**src/rtl/ultrascan_report_collector_if.sv**
```systemverilog
// Record stream from the report collector toward the host-facing writer.
// Each record is {report vector, symbol offset}; valid/ready handshake.
interface ultrascan_report_collector_if #(
  parameter int N_RPT    = 1,
  parameter int OFFSET_W = 32
);
  logic                      out_valid;
  logic                      out_ready;
  logic [N_RPT+OFFSET_W-1:0] out_data;

  modport master (output out_valid, output out_data, input out_ready);
  modport slave  (input out_valid, input out_data, output out_ready);
endinterface

```
**src/rtl/ultrascan_report_collector.sv**
```systemverilog
// Tags automaton reports with the offset of the triggering symbol and queues
// the resulting records in a first-word-fall-through FIFO.
module ultrascan_report_collector #(
  parameter int N_RPT    = 1,
  parameter int OFFSET_W = 32,
  parameter int DEPTH    = 16,
  parameter int DROP_W   = 16
) (
  input  logic                         clk,
  input  logic                         reset,
  input  logic                         run,
  input  logic                         clear,
  input  logic [N_RPT-1:0]             report,
  ultrascan_report_collector_if.master rec,
  output logic [$clog2(DEPTH):0]       fifo_count,
  output logic                         overflow,
  output logic [DROP_W-1:0]            drop_count
);
  localparam int REC_W = N_RPT + OFFSET_W;
  localparam int PTR_W = $clog2(DEPTH);
  localparam int CNT_W = PTR_W + 1;
  localparam logic [CNT_W-1:0]  FULL_CNT = CNT_W'(DEPTH);
  localparam logic [DROP_W-1:0] DROP_MAX = '1;

  logic [OFFSET_W-1:0] sym_off_reg;
  logic [OFFSET_W-1:0] off_d_reg;
  logic                run_d_reg;
  logic [PTR_W-1:0]    wr_ptr_reg;
  logic [PTR_W-1:0]    rd_ptr_reg;
  logic [CNT_W-1:0]    count_reg;
  logic                overflow_reg;
  logic [DROP_W-1:0]   drop_reg;
  logic [REC_W-1:0]    mem_reg [DEPTH];

  logic              capture;
  logic              full;
  logic              pop;
  logic              push;
  logic              drop;
  logic [REC_W-1:0]  record;
  logic [DEPTH-1:0]  wr_en;

  // Reports are one cycle behind the symbol, so gate them with the delayed run
  // and pair them with the delayed offset; a stalled automaton is never re-captured.
  assign capture = run_d_reg & (|report);
  assign record  = {report, off_d_reg};
  assign full    = (count_reg == FULL_CNT);
  assign pop     = rec.out_valid & rec.out_ready;
  assign push    = capture & (~full | pop);
  assign drop    = capture & full & ~pop;

  assign rec.out_valid = (count_reg != '0);
  assign rec.out_data  = mem_reg[rd_ptr_reg];
  assign fifo_count    = count_reg;
  assign overflow      = overflow_reg;
  assign drop_count    = drop_reg;

  generate
    for (genvar gi = 0; gi < DEPTH; gi++) begin : g_wr_en
      assign wr_en[gi] = push & ~clear & (wr_ptr_reg == PTR_W'(gi));
    end
  endgenerate

  // When full with a simultaneous pop, wr_ptr equals rd_ptr: the slot being
  // read this cycle is overwritten at the edge and becomes the newest entry.
  always_ff @(posedge clk or negedge reset) begin
    if (!reset) begin
      for (int i = 0; i < DEPTH; i++) begin
        mem_reg[i] <= '0;
      end
    end else begin
      for (int i = 0; i < DEPTH; i++) begin
        if (wr_en[i]) begin
          mem_reg[i] <= record;
        end
      end
    end
  end

  always_ff @(posedge clk or negedge reset) begin
    if (!reset) begin
      sym_off_reg  <= '0;
      off_d_reg    <= '0;
      run_d_reg    <= 1'b0;
      wr_ptr_reg   <= '0;
      rd_ptr_reg   <= '0;
      count_reg    <= '0;
      overflow_reg <= 1'b0;
      drop_reg     <= '0;
    end else if (clear) begin
      sym_off_reg  <= '0;
      off_d_reg    <= '0;
      run_d_reg    <= 1'b0;
      wr_ptr_reg   <= '0;
      rd_ptr_reg   <= '0;
      count_reg    <= '0;
      overflow_reg <= 1'b0;
      drop_reg     <= '0;
    end else begin
      run_d_reg <= run;
      off_d_reg <= sym_off_reg;
      if (run) begin
        sym_off_reg <= sym_off_reg + OFFSET_W'(1);
      end
      if (push) begin
        wr_ptr_reg <= wr_ptr_reg + PTR_W'(1);
      end
      if (pop) begin
        rd_ptr_reg <= rd_ptr_reg + PTR_W'(1);
      end
      case ({push, pop})
        2'b10:   count_reg <= count_reg + CNT_W'(1);
        2'b01:   count_reg <= count_reg - CNT_W'(1);
        default: count_reg <= count_reg;
      endcase
      if (drop) begin
        overflow_reg <= 1'b1;
        if (drop_reg != DROP_MAX) begin
          drop_reg <= drop_reg + DROP_W'(1);
        end
      end
    end
  end
endmodule

```
**src/flat_wrapper.sv**
```systemverilog
// flat-port wrapper written by rule: the top's interface ports become plain ports
module ultrascan_report_collector_flat 
#(
  parameter int N_RPT    = 1,
  parameter int OFFSET_W = 32,
  parameter int DEPTH    = 16,
  parameter int DROP_W   = 16
)
  (clk, reset, run, clear, report, fifo_count, overflow, drop_count, rec_out_valid, rec_out_data, rec_out_ready);
  ultrascan_report_collector_if #(.N_RPT(N_RPT), .OFFSET_W(OFFSET_W)) rec_i ();
  input  logic clk;
  input  logic reset;
  input  logic run;
  input  logic clear;
  input  logic [N_RPT-1:0] report;
  output logic [$clog2(DEPTH):0] fifo_count;
  output logic overflow;
  output logic [DROP_W-1:0] drop_count;
  output wire logic [$bits(rec_i.out_valid)-1:0] rec_out_valid;
  output wire logic [$bits(rec_i.out_data)-1:0] rec_out_data;
  input wire logic [$bits(rec_i.out_ready)-1:0] rec_out_ready;
  assign rec_out_valid = rec_i.out_valid;
  assign rec_out_data = rec_i.out_data;
  assign rec_i.out_ready = rec_out_ready;
  ultrascan_report_collector #(.N_RPT(N_RPT), .OFFSET_W(OFFSET_W), .DEPTH(DEPTH), .DROP_W(DROP_W)) u_core (.clk(clk), .reset(reset), .run(run), .clear(clear), .report(report), .rec(rec_i), .fifo_count(fifo_count), .overflow(overflow), .drop_count(drop_count));
endmodule
```
**config.mk**
```make
export PLATFORM = sky130hd
export DESIGN_NAME = ultrascan_report_collector_flat
export DESIGN_NICKNAME = d
export VERILOG_FILES = /design/src/rtl/ultrascan_report_collector_if.sv /design/src/rtl/ultrascan_report_collector.sv /design/src/flat_wrapper.sv
export SDC_FILE = /design/constraint.sdc
export NUM_CORES = 1
export LEC_CHECK = 0
export ABC_AREA = 1
export BUFFER_PORTS_ARGS = -buffer_cell sky130_fd_sc_hd__buf_2
export CORE_MARGIN = 2
export CORE_UTILIZATION = 42
export DETAILED_ROUTE_END_ITERATION = 8
export PLACE_DENSITY = 0.66
export SYNTH_ARGS = -nofsm -noshare
export SYNTH_HDL_FRONTEND = slang
export SYNTH_SLANG_ARGS = --single-unit
export TNS_END_PERCENT = 20
```
**constraint.sdc**
```tcl
create_clock -name clk -period 4.95 [get_ports clk]
set_clock_uncertainty 0.1 [all_clocks]
set_input_delay 0.99 -clock clk [delete_from_list [all_inputs] [get_ports clk]]
set_output_delay 0.99 -clock clk [all_outputs]
set_load 0.02 [all_outputs]
```
==> summary.txt <==
Timing
  – Final slew viol count: 0
  – Tmin final: 4.314 ns
  – Final period utilization: 87.15%
  – Final Hold Vio Count: 0
  – Unrepaired setup endpoints after global routing: false
  – Max Freq: 231.8 MHz
  – Relative slew slack: 19.34%
  – Worst-margin pin slew: 1.208 ns
  – Final Setup Violations: 0
  – Setup TNS: 0 ns
  – Hold Worst Slack: 0.3411 ns

Detailed routing
  – Drt initial violations: 2,154
  – WL per Instance: 19.27 µm
  – DR vias: 23,104
  – DRC: 0
  – Vias per cell: 5.591
  – First-pass iteration count of the detailed router: 6
  – Routed WL: 79,620 µm
  – Final ANT Viol Nets: 0

Global route
  – Initial antenna violation count: 0
  – Largest net degree at the start of global routing: 143
  – Vias in the first global route: 22,506
  – Global-route wire length before repair: 128,700 µm
  – Gr ovfl total: 0
  – Tot GR Track Use: 23.15%

Clock tree
  – Post-cts repair resize count: 0
  – Clk buf depth: 3
  – H-tree depth: 3
  – CTS tree: built
  – Clock sink count: 623
  – Postcts setup bufs: 0
  – TritonCTS Buffers: 70
  – CTS root buffer: clkbuf_16
  – Post-CTS Hold Fix Bufs: 0
  – Clk_lat worst skew: 0.64 ns
  – Clk slew on worst S/H paths: 0.06 ns

Synthesis
  – Sequential area share after synthesis: 54.76%
  – YS warnings: 0
  – Syn Inst Count: 3,287
  – Yosys cell types: 40
  – Avg Inst Size Synth: 8.661 µm²
  – Proportion of netlist area held by the largest area contributor: 54.76%
  – Leading area contributor after synthesis: dfrtp_1
  – Post-synthesis register bit count: 623
  – Mapped Area: 28,470 µm²
  – Syn nets: 3,302
  – Synth area leaders: dfrtp_1 55%, o21ai_0 10%, nand2_1 9.5%, nor2_1 4.5%, o221ai_1 3.0%

Finish
  – Ant. Diodes: 0
  – Commonest non-fill, non-tap cell in the layout: nand2_1
  – Final net count: 3,221
  – Area growth syn-to-layout: 10.23%
  – Max reg flops: 528
  – Commonest non-fill, non-tap cells in the layout: 722 x nand2_1, 619 x dfrtp_1, 597 x o21ai_0, 341 x nor2_1, 164 x o21ai_1
  – Footprint of the multi-input gates: 11,070 µm²
  – Sequential cell area: 15,600 µm²
  – Post-route design area: 31,380 µm²
  – Share of cells above drive strength 1: 9.666%
  – Fill count: 6,358

Floorplan
  – Die Y: 264.3 µm
  – Core Box Area: 67,160 µm²
  – Initial core utilization: 42.39%
  – Number of core rows: 95
  – Die area: 69,880 µm²
  – Die width: 264.3 µm
  – IO Count: 62

Critical path
  – CP Launch Type: register
  – Worst Path Arrival: 3.22 ns
  – Critical path fanouts, max: 61
  – Crit Path Category: register to output pin
  – Worst Reg-to-Reg Cells: 8
  – Crit. End Element: output pin
  – CP required: 3.86 ns

Worst hold path
  – Hold/Removal Path Class: primary input to asynchronous set/reset pin

Placement
  – Placed Instance Area: 29,090 µm²
  – Routability Congestion: 0.8516
  – IO Port Bufs: 61
  – Hpwl dp: 43,840 µm

Outcome
  – Outcome: completed

Power
  – Cell Pwr Density: 435.9 nW/µm²
  – Static Leak: 14.00 nW
  – Max VDD drop: 0.0003756 V

Job
  – Max-Cap Viols: 0
==> worst max-delay path, cell delays in order (launching register included) <==
cell	delay [ns]
dfrtp_4	0.67
inv_4	0.59
buf_4	0.45
o21ai_0	0.15
o221ai_1	0.20
nand3_1	0.14
nand2_1	0.17
buf_2	0.18
==> final timing paths <==
kind	slack (ns)	startpoint	to
max	0.64	u_core.rd_ptr_reg[1]$_DFFE_PN0P_	rec_out_data[5]
min	0.34	reset	u_core.mem_reg[408]$_DFFE_PN0P_
max reg2reg	1.80	u_core.fifo_count[4]$_DFFE_PN0P_	u_core.mem_reg[488]$_DFFE_PN0P_
min reg2reg	0.35	u_core.mem_reg[65]$_DFFE_PN0P_	u_core.mem_reg[65]$_DFFE_PN0P_
max in group asynchronous	3.41	reset	u_core.rd_ptr_reg[0]$_DFFE_PN0P_
min in group clk	0.35	u_core.mem_reg[65]$_DFFE_PN0P_	u_core.mem_reg[65]$_DFFE_PN0P_
==> final cells by class <==
| type | count | area share (%) |
|---|---|---|
| Clock inverter | 32 | 1.081 |
| Multi-Input combinational cell | 2260 | 35.27 |
| Tap cell | 873 | 3.481 |
| Clock buffer | 93 | 6.208 |
| Inverter | 139 | 1.695 |
| Timing Repair Buffer | 112 | 2.544 |
| Sequential cell | 623 | 49.72 |
==> Yosys cell counts, drive strengths merged <==
cell type / count
nor3b: 1
nor4: 4
and3: 1
ha: 9
a211oi: 4
inv: 137
clkinv: 2
dfrtp: 623
nand4: 25
buf: 116
nand3: 93
o221ai: 96
o211ai: 32
a21oi: 27
a31oi: 1
clkbuf: 149
nand2: 726
or2: 1
o21ai: 812
xnor2: 1
nor3: 35
o31ai: 4
o21a: 3
nor2: 347
o22ai: 32
xor2: 6
==> through the flow <==
step	power [mW]	utilization, %	instances	worst slack (ns)
floorplan	7.518	-	3287	2.269
global placement	8.533	43.32	4007	1.362
detailed placement	8.564	43.32	4007	1.295
CTS	13.77	46.73	4132	0.6153
global route	14.36	46.73	4132	0.4606
finish	13.68	46.73	4132	0.6361
==> cells by family after synthesis <==
kind of cell	after synthesis	share of synthesized area, %
simple gates	1233	17.53
compound gates	1011	20.24
flops	623	54.76
buf+inv	404	6.857
fa+ha+maj	9	0.3956
xor+xnor	7	0.2154
==> layer usage <==
layer  wire (µm)  global-route usage, %  share of wire, %
met1       36600                  33.17                46
met2       35980                  36.01                45
met3        4912                  3.465               6.2
met4        2126                  7.970               2.7
met5           0                      0                 0
==> report_power, final <==
group	total (mW)	switching (mW)	leakage, nW	internal (mW)
logic	3.22	2.27	4.26	0.948
clock network	5.19	2.19	1.13	3.01
registers	5.27	0.138	8.61	5.13
Power figures use the tool's default switching activity.
